**config.mk**
```make
export PLATFORM = sky130hd
export DESIGN_NAME = sequenciador_ciclo
export DESIGN_NICKNAME = d
export VERILOG_FILES = /design/src/rtl/sequenciador_ciclo.sv
export SDC_FILE = /design/constraint.sdc
export NUM_CORES = 1
export LEC_CHECK = 0
export BUFFER_PORTS_ARGS = -buffer_cell sky130_fd_sc_hd__buf_2
export CAP_MARGIN = 40
export CORE_MARGIN = 5
export CORE_UTILIZATION = 40
export CTS_BUF_LIST = sky130_fd_sc_hd__clkbuf_4
export CTS_CLUSTER_SIZE = 30
export DETAILED_ROUTE_END_ITERATION = 7
export MAX_ROUTING_LAYER = met4
export PLACE_DENSITY = 0.63
export REMOVE_ABC_BUFFERS = 1
export SLEW_MARGIN = 20
export SYNTH_ARGS = -nofsm -noshare
export SYNTH_HDL_FRONTEND = slang
export SYNTH_SLANG_ARGS = --single-unit
```
**constraint.sdc**
```tcl
create_clock -name clock -period 5.72 [get_ports clock]
set_input_delay 1.144 -clock clock [delete_from_list [all_inputs] [get_ports clock]]
set_output_delay 1.144 -clock clock [all_outputs]
set_load 0.03 [all_outputs]
```
**src/rtl/sequenciador_ciclo.sv**
```systemverilog
// Multi-cycle instruction sequencer for the 8-bit core: steps fetch/decode/execute/memory/write-back
// and drives the per-cycle datapath enables, memory handshake and retired-instruction counter.
module sequenciador_ciclo (
    input  logic       clock,
    input  logic       reset_n,
    input  logic [2:0] OPcode,
    input  logic [1:0] BitVerificao,
    input  logic       Zero,
    input  logic       MemPronto,
    output logic       MemReq,
    output logic       MemEscrita,
    output logic       EndSel,
    output logic       CarregaIR,
    output logic       EscrevePC,
    output logic [1:0] FontePC,
    output logic       HabEscritaReg,
    output logic [2:0] Estado,
    output logic       Parado,
    output logic [7:0] Instrucoes
);

    localparam int unsigned OP_W  = 3;
    localparam int unsigned BV_W  = 2;
    localparam int unsigned CNT_W = 8;

    localparam logic [1:0] PC_MAIS1  = 2'b00;
    localparam logic [1:0] PC_DESVIO = 2'b01;
    localparam logic [1:0] PC_SALTO  = 2'b10;
    localparam logic [1:0] PC_REG    = 2'b11;

    typedef enum logic [2:0] {
        BUSCA      = 3'b000,
        DECODIFICA = 3'b001,
        EXECUTA    = 3'b010,
        MEMORIA    = 3'b011,
        ESCRITA    = 3'b100,
        PARADO     = 3'b101
    } estado_t;

    estado_t            estado_q, estado_d;
    logic [OP_W-1:0]    opcode_q, opcode_d;
    logic [BV_W-1:0]    bitver_q, bitver_d;
    logic [CNT_W-1:0]   instr_q, instr_d;

    logic is_load, is_store, is_beqz, is_jump, is_jreg, is_halt;
    logic mem_req_c, mem_escrita_c, end_sel_c, carrega_ir_c, escreve_pc_c, hab_escrita_c, parado_c;
    logic [1:0] fonte_pc_c;
    logic conta_c;

    // Instruction class decode of the latched fields; everything not listed below is ALU class
    always_comb begin
        is_load  = (opcode_q == 3'b000);
        is_store = (opcode_q == 3'b101);
        is_beqz  = (opcode_q == 3'b110);
        is_jump  = (opcode_q == 3'b100) && (bitver_q != 2'b01);
        is_halt  = (opcode_q == 3'b111) && (bitver_q == 2'b00);
        is_jreg  = (opcode_q == 3'b111) && (bitver_q == 2'b11);
    end

    always_ff @(posedge clock) begin
        if (!reset_n) begin
            estado_q <= BUSCA;
            opcode_q <= '0;
            bitver_q <= '0;
            instr_q  <= '0;
        end else begin
            estado_q <= estado_d;
            opcode_q <= opcode_d;
            bitver_q <= bitver_d;
            instr_q  <= instr_d;
        end
    end

    always_comb begin
        estado_d      = estado_q;
        opcode_d      = opcode_q;
        bitver_d      = bitver_q;
        mem_req_c     = 1'b0;
        mem_escrita_c = 1'b0;
        end_sel_c     = 1'b0;
        carrega_ir_c  = 1'b0;
        escreve_pc_c  = 1'b0;
        fonte_pc_c    = PC_MAIS1;
        hab_escrita_c = 1'b0;
        parado_c      = 1'b0;
        conta_c       = 1'b0;

        case (estado_q)
            BUSCA: begin
                mem_req_c = 1'b1;
                if (MemPronto) begin
                    carrega_ir_c = 1'b1;
                    opcode_d     = OPcode;
                    bitver_d     = BitVerificao;
                    estado_d     = DECODIFICA;
                end
            end
            DECODIFICA: begin
                if (is_halt) begin
                    conta_c  = 1'b1;
                    estado_d = PARADO;
                end else begin
                    estado_d = EXECUTA;
                end
            end
            EXECUTA: begin
                if (is_jump) begin
                    escreve_pc_c = 1'b1;
                    fonte_pc_c   = PC_SALTO;
                    estado_d     = BUSCA;
                end else if (is_jreg) begin
                    escreve_pc_c = 1'b1;
                    fonte_pc_c   = PC_REG;
                    estado_d     = BUSCA;
                end else if (is_beqz) begin
                    escreve_pc_c = 1'b1;
                    fonte_pc_c   = Zero ? PC_DESVIO : PC_MAIS1;
                    estado_d     = BUSCA;
                end else if (is_load || is_store) begin
                    estado_d = MEMORIA;
                end else begin
                    estado_d = ESCRITA;
                end
            end
            MEMORIA: begin
                mem_req_c     = 1'b1;
                end_sel_c     = 1'b1;
                mem_escrita_c = is_store;
                if (MemPronto) begin
                    if (is_store) begin
                        escreve_pc_c = 1'b1;
                        estado_d     = BUSCA;
                    end else begin
                        estado_d = ESCRITA;
                    end
                end
            end
            ESCRITA: begin
                hab_escrita_c = 1'b1;
                escreve_pc_c  = 1'b1;
                estado_d      = BUSCA;
            end
            PARADO: begin
                parado_c = 1'b1;
            end
            default: begin
                estado_d = BUSCA;
            end
        endcase

        if (escreve_pc_c) begin
            conta_c = 1'b1;
        end
        instr_d = instr_q + CNT_W'(conta_c);
    end

    // Outputs are forced low while reset is held, even before the first edge
    always_comb begin
        MemReq        = reset_n & mem_req_c;
        MemEscrita    = reset_n & mem_escrita_c;
        EndSel        = reset_n & end_sel_c;
        CarregaIR     = reset_n & carrega_ir_c;
        EscrevePC     = reset_n & escreve_pc_c;
        FontePC       = reset_n ? fonte_pc_c : 2'b00;
        HabEscritaReg = reset_n & hab_escrita_c;
        Parado        = reset_n & parado_c;
        Estado        = reset_n ? 3'(estado_q) : 3'b000;
        Instrucoes    = reset_n ? instr_q : '0;
    end

endmodule

```
==> run_results.csv, run 1 <==
group,metric,value,unit
worst_setup_path,worstSetupPathType,"in2out",
clock_tree,clock_sink_count,16,
clock_tree,number_of_instances_resized_during_post_cts_repair,0,
drt,drt_drc_violations_left,0,
logic_synthesis,ys_top_cells_by_area,"sky130_fd_sc_hd__dfxtp_1 (30%), sky130_fd_sc_hd__and2_1 (12%), sky130_fd_sc_hd__xnor2_1 (5.0%), sky130_fd_sc_hd__mux2i_1 (4.7%), sky130_fd_sc_hd__nor2b_1 (4.7%)",
power_and_ir_drop,p_int,188,uW
worst_setup_path,cp_slowest_cell,"sky130_fd_sc_hd__buf_2",
global_routing,grt_max_degree,29,
power_and_ir_drop,power.share.clock,20.0,%
cells_and_area,antenna_cells_inserted,0,
placement,post_dp_cell_area,0.00120,mm2
global_routing,grt_first_pass_wirelength,3730,um
job,timing.max_cap.violations,0,
clock_tree,cts_post_setup_buffers_inserted,0,
sta,unrepaired_setup_endpoints_after_global_routing,"no",
drt,vias,918,
floorplanning,die-width,61.4,um
global_routing,grt_antenna_before_repair,0,
clock_tree,cts_max_level,1,
sta,setup_viol,0,
global_routing,grt_pass1_vias,857,
drt,first_drt_pass_iteration_count,4,
power_and_ir_drop,power_switching_share,37.0,%
worst_setup_path,critical-path-top-delay-family,"buffers and inverters",
worst_setup_path,buf_inv_on_cp,2,
run_status,outcome,"finished clean",
floorplanning,placeableCoreArea,0.00250,mm2
sta,finalMaxSlewViolations,0,
clock_tree,tritoncts.num_buffers,3,
logic_synthesis,syn_area_per_cell,8.51,um2
sta,fin_crit,3.36,ns
worst_setup_path,cp_max_fo,28,
floorplanning,die_area,0.00376,mm2
power_and_ir_drop,p_seq_share,48.2,%
worst_setup_path,cp_peak_stage_delay,0.31,ns
clock_tree,clock_path_buffers,2,
floorplanning,die_h,61.4,um
worst_setup_path,timing.critical_path.to_type,"output port",
clock_tree,hold_buffers,0,
power_and_ir_drop,total_power,299,uW
sta,relative_slew_margins,73.2,%
drt,drt-total-wl,2150,um
floorplanning,start_util,42.2,%
logic_synthesis,synth_top_cell_area_share,30.4,%
logic_synthesis,synth_seq_cells,16,
power_and_ir_drop,net-switching-power,111,uW
worst_setup_path,path_common_cell,"sky130_fd_sc_hd__buf_2",
logic_synthesis,seq_area_frac_synth,30.4,%
logic_synthesis,async_reset_ff_share,0,%
clock_tree,cts_tree,"done",
sta,max_slew.worst_pin.slew,0.402,ns
floorplanning,boundary_pins,29,
cells_and_area,design.final.nets,162,
placement,gpl.final_weighted_congestion,0.788,
clock_tree,cts.root.buffer_cell,"sky130_fd_sc_hd__clkbuf_4",
global_routing,grt-ovfl-total,0,
worst_setup_path,setup.worst_path.start_class,"input pin",
worst_setup_path,cp_data_arrival_time,2.22,ns
logic_synthesis,synth_cell_type_count,40,
hold_path,min-delay-path-class,"reg2reg",
power_and_ir_drop,cellLeakagePower,0.000552,uW
cells_and_area,area_delta_synth_final,15.8,%
worst_setup_path,worstPathCellList,"buf_2 > nand2b_4 > nor3b_2 > nand2_1 > nor3_1 > buf_2",
drt,viasPerCell,5.13,
sta,fin_worst_skew,0.00485,ns
placement,post-dp-hpwl,1650,um
sta,timing_hold_violations_final,0,
logic_synthesis,netlist_area,0.00105,mm2
sta,min_period_over_period,58.8,%
logic_synthesis,synth_top_cells_by_count,"sky130_fd_sc_hd__and2_1 (21), sky130_fd_sc_hd__dfxtp_1 (16), sky130_fd_sc_hd__nand2_1 (9)",
power_and_ir_drop,pwr_density_cell,245,mW/mm2
sta,fmaxAchievable,0.297,GHz
floorplanning,floorplan.rows,18,
drt,wirelength_per_cell,12.0,um
worst_setup_path,required_time_at_the_endpoint_of_the_critical_path,4.58,ns
logic_synthesis,dominantRegCellSynth,"sky130_fd_sc_hd__dfxtp_1",
power_and_ir_drop,share_comb_of_total_power,31.9,%
clock_tree,clk_pin_slew_worst_paths,0.09,ns
sta,finalSetupTns,0,ns
drt,drtAntennaViolNets,0,
cells_and_area,finalInstanceArea,0.00122,mm2
clock_tree,worst_skew_pair.late_latency,0.28,ns
placement,port_buffers,28,
logic_synthesis,synth.yosys.warnings,0,
logic_synthesis,post-synth-top-count-cell,"sky130_fd_sc_hd__and2_1",
logic_synthesis,synth-edff-count,0,
logic_synthesis,postSynthCellCount,124,
drt,dr.first_iter.drc_count,25,
logic_synthesis,cell_taking_the_most_area_after_synthesis,"sky130_fd_sc_hd__dfxtp_1",
global_routing,grt_resource_usage_total,13.6,%
power_and_ir_drop,vdd_ir_drop_max,0.140,mV
cells_and_area,layout-drive-gt1-share,26.2,%
-- kinds of logic (layout without fill, tap and decap cells) --
kind of cell,count (synthesis),in the layout,share of synthesized area [%]
flip-flops,16,16,30.4
multiplexers,5,5,4.75
AND/OR/NAND/NOR,66,66,41.3
buffers and inverters,10,35,4.63
adder cells (fa/ha/maj),2,2,2.37
XOR/XNOR,7,7,5.81
AO/OA/AOI/OAI,18,18,10.8
-- per-stage QoR --
| stage | util, % | hold slack (ns) | cells | setup slack [ns] |
|---|---|---|---|---|
| floorplan | - | 0.543 | 118 | 2.44 |
| global placement | 47.9 | 0.561 | 176 | 2.36 |
| detailed placement | 47.9 | 0.576 | 176 | 2.33 |
| CTS | 48.8 | 0.599 | 179 | 2.33 |
| global route | 48.8 | 0.629 | 179 | 2.20 |
| finish | 48.8 | 0.589 | 179 | 2.36 |
-- layout by cell type, fill, tap and decap left out, types with 4 or more instances in the layout --
cell                       n
sky130_fd_sc_hd__a21oi_1   6
sky130_fd_sc_hd__and2_1   21
sky130_fd_sc_hd__buf_2    28
sky130_fd_sc_hd__dfxtp_1  16
sky130_fd_sc_hd__mux2i_1   5
sky130_fd_sc_hd__nand2_1   9
sky130_fd_sc_hd__nand3_1   5
sky130_fd_sc_hd__nor2_1    4
sky130_fd_sc_hd__nor2b_1   8
sky130_fd_sc_hd__xnor2_1   6
-- registers in the layout (all words and copies together), names as in the netlist --
name      flops
bitver_q      2
opcode_q      3
instr_q       8
estado_q      3
-- routing by layer --
metal	up-vias	share of wire, %	track usage (%)
met2	14	48	22.1
met4	0	0.70	5.45
met1	425	47	17.1
li1	477	-	-
met3	2	4.7	1.89
met5	-	0	-
-- cell type report --
type	count	area (um2)
Clock buffer	3	22.5
Inverter	4	15.0
Timing Repair Buffer	28	140
Tap cell	30	37.5
Multi-Input combinational cell	98	686
Sequential cell	16	320
Fill cell	256	1280
-- worst min-delay path: cells and delay by family, from the launching register on --
| family | cells | cell delay (ns) |
|---|---|---|
| fa+ha+maj | 1 | 0.12 |
| flops | 1 | 0.33 |
| simple gates | 1 | 0.11 |
-- worst paths after layout --
path | slack [ns] | end | from | cells after the start
max | 2.36 | FontePC[0] | reset_n | 6
min | 0.59 | instr_q[0]$_SDFF_PN0_ | instr_q[0]$_SDFF_PN0_ | 2
max reg2reg | 3.54 | instr_q[6]$_SDFF_PN0_ | estado_q[2]$_SDFFE_PN0P_ | 9
min reg2reg | 0.59 | instr_q[0]$_SDFF_PN0_ | instr_q[0]$_SDFF_PN0_ | 2
-- power by group through the flow --
stage | Clock [uW] | Combinational, uW | Sequential, uW
floorplan | 0 | 77.1 | 140
global placement | 0 | 95.0 | 146
detailed placement | 0 | 96.1 | 146
CTS | 63.0 | 96.4 | 143
global route | 66.7 | 106 | 148
finish | 59.6 | 95.2 | 144
(Power assumes the default switching activity.)
==> inputs of run 2 (changes only) <==
==> constraint.sdc (replaced) <==
create_clock -name clock -period 3.15 [get_ports clock]
set_input_delay 0.63 -clock clock [delete_from_list [all_inputs] [get_ports clock]]
set_output_delay 0.63 -clock clock [all_outputs]
set_load 0.03 [all_outputs]
==> run 2 against run 1 <==
Worst hold slack better by 0.0048 ns. Sequential share of layout area down 0.24 points. Cell count up 1.1%. Setup slack worse by 1.6 ns. Utilization up 0.45 points. Clock skew about the same. Power up 82%. Flip-flop and latch count unchanged. Highest routed layer unchanged. Non-clock buffer count up 1. First-iteration DRC count up 40%. Largest cell class unchanged.
==> run_results.csv, run 2 (same netlist as run 1, synthesis figures left out) <==
group,metric,value,unit
power_and_ir_drop,power.share.clock,19.5,%
sta,relative_slew_margins,73.3,%
cells_and_area,largest_register_ffs,8,
worst_setup_path,timing.critical_path.to_type,"output port",
clock_tree,hold_buffers,0,
cells_and_area,design.final.nets,163,
worst_setup_path,cp_max_fo,11,
worst_setup_path,cp_data_arrival_time,1.73,ns
sta,timing_hold_violations_final,0,
placement,gpl.final_weighted_congestion,0.793,
worst_setup_path,regToRegSetupSlack,0.96,ns
global_routing,grt_resource_usage_total,13.5,%
clock_tree,number_of_instances_resized_during_post_cts_repair,0,
drt,drtAntennaViolNets,0,
floorplanning,floorplan.rows,18,
power_and_ir_drop,p_int,344,uW
power_and_ir_drop,share_comb_of_total_power,32.2,%
sta,min_period_over_period,74.8,%
global_routing,grt_max_degree,27,
worst_setup_path,required_time_at_the_endpoint_of_the_critical_path,2.52,ns
sta,unrepaired_setup_endpoints_after_global_routing,"no",
global_routing,grt-ovfl-total,0,
global_routing,grt_antenna_before_repair,0,
cells_and_area,antenna_cells_inserted,0,
run_status,outcome,"finished clean",
floorplanning,placeableCoreArea,0.00250,mm2
power_and_ir_drop,pwr_density_cell,440,mW/mm2
drt,first_drt_pass_iteration_count,4,
sta,fin_worst_skew,0.00447,ns
sta,fmaxAchievable,0.425,GHz
clock_tree,cts_tree,"done",
job,timing.max_cap.violations,0,
drt,drt-total-wl,2200,um
drt,viasPerCell,5.11,
clock_tree,clk_pin_slew_worst_paths,0.09,ns
hold_path,hold_path_startpoint,"instr_q[0]$_SDFF_PN0_",
cells_and_area,most_common_library_cell_in_the_layout_ignoring_fill_and_taps,"sky130_fd_sc_hd__buf_2",
sta,fin_crit,2.36,ns
cells_and_area,largestRegisters,"instr_q x8, estado_q x3, opcode_q x3",
drt,wirelength_per_cell,12.2,um
placement,port_buffers,28,
clock_tree,worst_skew_pair.late_latency,0.28,ns
sta,finalSetupTns,0,ns
global_routing,grt_first_pass_wirelength,3770,um
drt,dr.first_iter.drc_count,35,
floorplanning,die_h,61.4,um
cells_and_area,most_used_cells_in_the_layout_excluding_fill_and_tap_cells,"sky130_fd_sc_hd__buf_2 (28), sky130_fd_sc_hd__and2_1 (21), sky130_fd_sc_hd__dfxtp_1 (16)",
power_and_ir_drop,cellLeakagePower,0.000558,uW
clock_tree,clock_sink_count,16,
floorplanning,die-width,61.4,um
sta,max_slew.worst_pin.slew,0.401,ns
power_and_ir_drop,net-switching-power,199,uW
power_and_ir_drop,power_switching_share,36.6,%
sta,finalMaxSlewViolations,0,
floorplanning,start_util,42.2,%
clock_tree,cts.root.buffer_cell,"sky130_fd_sc_hd__clkbuf_4",
power_and_ir_drop,vdd_ir_drop_max,0.253,mV
hold_path,holdPathEnd,"instr_q[0]$_SDFF_PN0_",
cells_and_area,registers.top_by_ff_count,"instr_q",
placement,post-place-ws,0.873,ns
power_and_ir_drop,p_seq_share,48.3,%
sta,setup_viol,0,
cells_and_area,layout-drive-gt1-share,26.5,%
hold_path,min-delay-path-class,"reg2reg",
clock_tree,cts_post_setup_buffers_inserted,0,
worst_setup_path,worstSetupPathType,"reg2out",
clock_tree,cts_max_level,1,
floorplanning,boundary_pins,29,
floorplanning,die_area,0.00376,mm2
placement,post-dp-hpwl,1720,um
worst_setup_path,setup.worst_path.start_class,"register",
hold_path,min_delay_path_depth,2,
sta,setup_ws,0.795,ns
clock_tree,tritoncts.num_buffers,3,
drt,vias,925,
worst_setup_path,worstReg2RegStart,"opcode_q[2]$_SDFFE_PN0P_",
cells_and_area,area_delta_synth_final,16.8,%
worst_setup_path,worst_r2r_endpoint,"instr_q[6]$_SDFF_PN0_",
clock_tree,clock_path_buffers,2,
global_routing,grt_pass1_vias,868,
cells_and_area,fillCellCount,245,
worst_setup_path,worstRegToRegCells,9,
drt,drt_drc_violations_left,0,
[run 2: cell types whose count changed in the layout (fill, tap and decap cells not counted)]
| cell | change |
|---|---|
| sky130_fd_sc_hd__clkinv_1 | +1 |
| sky130_fd_sc_hd__buf_4 | +1 |
[run 2: power groups by stage]
stage / combinational, uW / sequential (uW) / clock, uW
after global placement: 175 / 266 / 0
final: 175 / 262 / 106
after CTS: 177 / 261 / 113
after detailed placement: 176 / 266 / 0
after global routing: 195 / 267 / 122
after floorplan: 140 / 255 / 0
[run 2: area by class of cell]
type,count,area (um2),share of cell area [%]
sequential,16,320,26.0
clock buffer,3,22.5,1.83
tap,30,37.5,3.05
timing repair buffer,29,148,12.0
clock inverter,1,3.75,0.305
inverter,4,15.0,1.22
multi-input combinational,98,686,55.6
[run 2: worst max path at each step]
stage,slack (ns),end,start
2_1_floorplan,0.90,FontePC[0],reset_n
3_3_place_gp,0.93,instr_q[4]$_SDFF_PN0_,MemPronto
3_5_place_dp,0.87,instr_q[4]$_SDFF_PN0_,MemPronto
4_1_cts,0.78,EscrevePC,estado_q[2]$_SDFFE_PN0P_
5_1_grt,0.66,EscrevePC,estado_q[2]$_SDFFE_PN0P_
6_report,0.79,EscrevePC,estado_q[2]$_SDFFE_PN0P_
[run 2: metrics by stage]
| stage | area [um2] | hold slack, ns | power [uW] | instances | util (%) |
|---|---|---|---|---|---|
| CTS | 1230 | 0.597 | 551 | 181 | 49.3 |
| detailed placement | 1210 | 0.578 | 442 | 177 | 48.2 |
| global route | 1230 | 0.620 | 584 | 181 | 49.3 |
| global placement | 1210 | 0.569 | 440 | 177 | 48.2 |
| floorplan | 1020 | 0.543 | 395 | 118 | - |
| finish | 1230 | 0.594 | 543 | 181 | 49.3 |
[run 2: per-layer routing]
metal | track usage [%] | wire length (um) | up-vias
met5 | - | 0 | -
li1 | - | - | 482
met2 | 21.9 | 1050 | 16
met4 | 3.64 | 13 | 0
met3 | 2.52 | 100 | 2
met1 | 17.1 | 1040 | 425
[run 2: critical path, cell delays in order (launching register included)]
cell and delay (ns):
sky130_fd_sc_hd__dfxtp_1 0.53, sky130_fd_sc_hd__nand2b_1 0.33, sky130_fd_sc_hd__nor2_1 0.10, sky130_fd_sc_hd__a32oi_1 0.20, sky130_fd_sc_hd__a21boi_1 0.10, sky130_fd_sc_hd__buf_2 0.19
==> inputs of run 3 (changes only) <==
==> constraint.sdc (replaced) <==
create_clock -name clock -period 2.33 [get_ports clock]
set_input_delay 0.466 -clock clock [delete_from_list [all_inputs] [get_ports clock]]
set_output_delay 0.466 -clock clock [all_outputs]
set_load 0.03 [all_outputs]
==> run 3 against run 2 <==
Flip-flop and latch count is the same. Register-to-register slack worse by 0.78 ns. Power rose by 39%. Worst hold slack worse by 0.16 ns. Via count grew 0.54%. Routed wire length up 6.6%. Combinational power is 42% higher. Critical path depth grew 4. Clock power is 45% higher. Cell count rose by 1.1%. Largest cell class unchanged. Largest power group unchanged.
==> run_results.csv, run 3 (same netlist as run 1, synthesis figures left out) <==
group,metric,value,unit
run_status,outcome,"finished clean",
clock_tree,number_of_instances_resized_during_post_cts_repair,0,
cells_and_area,largest_register_ffs,8,
power_and_ir_drop,power.share.clock,20.4,%
power_and_ir_drop,p_seq_share,46.7,%
cells_and_area,most_used_cells_in_the_layout_excluding_fill_and_tap_cells,"sky130_fd_sc_hd__buf_2 (28), sky130_fd_sc_hd__and2_1 (21), sky130_fd_sc_hd__dfxtp_1 (16)",
clock_tree,clk_pin_slew_worst_paths,0.10,ns
worst_setup_path,path_common_cell,"sky130_fd_sc_hd__ha_1",
global_routing,grt_first_pass_wirelength,4000,um
clock_tree,hold_buffers,0,
drt,dr.first_iter.drc_count,31,
cells_and_area,fin_cells,183,
placement,port_buffers,28,
floorplanning,boundary_pins,29,
clock_tree,tritoncts.num_buffers,3,
cells_and_area,antenna_cells_inserted,0,
clock_tree,cts_post_setup_buffers_inserted,0,
sta,finalSetupTns,0,ns
power_and_ir_drop,net-switching-power,281,uW
worst_setup_path,setup.worst_path.start_class,"register",
sta,fin_crit,2.15,ns
power_and_ir_drop,p_int,472,uW
global_routing,groute.layer.met1.usage,18.1,%
power_and_ir_drop,share_comb_of_total_power,32.9,%
worst_setup_path,worstPathCellList,"nand2_1 > nor4_4 > a21oi_1 > o21ai_1 > ha_1 > ha_1 > nand3_1 > xnor2_1 > and2_1",
clock_tree,cts.root.buffer_cell,"sky130_fd_sc_hd__clkbuf_4",
cells_and_area,registers.top_by_ff_count,"instr_q",
drt,vias,930,
global_routing,grt_antenna_before_repair,0,
floorplanning,placeableCoreArea,0.00250,mm2
worst_setup_path,cp_peak_stage_delay,0.54,ns
worst_setup_path,required_time_at_the_endpoint_of_the_critical_path,2.53,ns
sta,unrepaired_setup_endpoints_after_global_routing,"no",
floorplanning,start_util,42.2,%
cells_and_area,fillCellCount,251,
global_routing,top_usage_layer,"met2",
floorplanning,die_h,61.4,um
worst_setup_path,worstSetupPathType,"reg2reg",
sta,fin_worst_skew,0.00933,ns
clock_tree,worst_skew_pair.late_latency,0.29,ns
clock_tree,clock_path_buffers,2,
drt,drtAntennaViolNets,0,
global_routing,grt_resource_usage_total,14.6,%
clock_tree,clock_sink_count,16,
drt,drt-total-wl,2350,um
cells_and_area,area_delta_synth_final,18.3,%
global_routing,groute.layer.met3.usage,3.14,%
cells_and_area,most_common_library_cell_in_the_layout_ignoring_fill_and_taps,"sky130_fd_sc_hd__buf_2",
global_routing,use_met2,22.8,%
hold_path,min-delay-path-class,"in2reg",
worst_setup_path,cp_data_arrival_time,2.35,ns
drt,wirelength_per_cell,12.8,um
global_routing,grt_max_degree,25,
power_and_ir_drop,pwr_density_cell,604,mW/mm2
drt,viasPerCell,5.08,
cells_and_area,largestRegisters,"instr_q x8, estado_q x3, opcode_q x3",
global_routing,grt_pass1_vias,936,
floorplanning,die-width,61.4,um
power_and_ir_drop,power_switching_share,37.3,%
placement,gpl.final_weighted_congestion,0.911,
worst_setup_path,cp_max_fo,12,
clock_tree,cts_tree,"done",
power_and_ir_drop,cellLeakagePower,0.000568,uW
placement,placedCellCount,179,
worst_setup_path,timing.critical_path.to_type,"register",
power_and_ir_drop,vdd_ir_drop_max,0.411,mV
clock_tree,cts_max_level,1,
placement,post-dp-hpwl,1780,um
job,timing.max_cap.violations,0,
drt,first_drt_pass_iteration_count,4,
worst_setup_path,cp_slowest_cell,"sky130_fd_sc_hd__dfxtp_1",
sta,max_slew.worst_pin.slew,0.381,ns
floorplanning,die_area,0.00376,mm2
floorplanning,floorplan.rows,18,
sta,min_period_over_period,92.3,%
sta,finalMaxSlewViolations,0,
cells_and_area,layout-drive-gt1-share,27.5,%
sta,timing_hold_violations_final,0,
sta,relative_slew_margins,74.6,%
sta,fmaxAchievable,0.465,GHz
sta,setup_viol,0,
cells_and_area,design.final.nets,165,
global_routing,grt-ovfl-total,0,
drt,drt_drc_violations_left,0,
## run 3: cell type report
cell class / count / area (um2) / area share (%)
tap: 30 / 37.5 / 3.01
sequential: 16 / 320 / 25.7
clock inverter: 1 / 3.75 / 0.301
inverter: 4 / 15.0 / 1.20
clock buffer: 3 / 22.5 / 1.81
timing repair buffer: 31 / 163 / 13.0
multi-input combinational: 98 / 686 / 55.0
## run 3: worst paths after layout
| kind | depth (start not counted) | end | slack [ns] | from |
|---|---|---|---|---|
| max | 9 | instr_q[4]$_SDFF_PN0_ | 0.18 | opcode_q[0]$_SDFFE_PN0P_ |
| min | 3 | opcode_q[0]$_SDFFE_PN0P_ | 0.44 | OPcode[0] |
| max reg2reg | 9 | instr_q[4]$_SDFF_PN0_ | 0.18 | opcode_q[0]$_SDFFE_PN0P_ |
| min reg2reg | 2 | instr_q[0]$_SDFF_PN0_ | 0.59 | instr_q[0]$_SDFF_PN0_ |
## run 3: worst max-delay path, delay by kind of cell (launching register included)
family / cells / cell delay [ns]
xor+xnor: 1 / 0.14
simple gates: 4 / 0.66
fa+ha+maj: 2 / 0.47
compound gates: 2 / 0.26
flops: 1 / 0.54
## run 3: through the flow
stage	cell area (um2)	setup slack [ns]	hold WS (ns)	power (uW)	utilization, %
final	1250	0.180	0.437	753	49.9
after global placement	1220	0.253	0.568	601	48.8
after global routing	1250	0.00805	0.427	811	49.9
after detailed placement	1220	0.179	0.572	607	48.8
after CTS	1250	0.178	0.434	762	49.9
after floorplan	1020	0.389	0.543	533	-
## run 3: layer usage
| metal | part of all wire (%) | wire length, um | vias up |
|---|---|---|---|
| li1 | - | - | 480 |
| met1 | 47 | 1110 | 420 |
| met2 | 46 | 1080 | 25 |
| met3 | 4.6 | 108 | 5 |
| met4 | 1.8 | 42 | 0 |
| met5 | 0 | 0 | - |
## run 3: power groups by stage
stage / clock, uW / sequential [uW] / combinational [uW]
global placement: 0 / 356 / 246
CTS: 160 / 351 / 250
finish: 154 / 352 / 248
detailed placement: 0 / 357 / 250
floorplan: 0 / 344 / 189
global route: 178 / 360 / 273
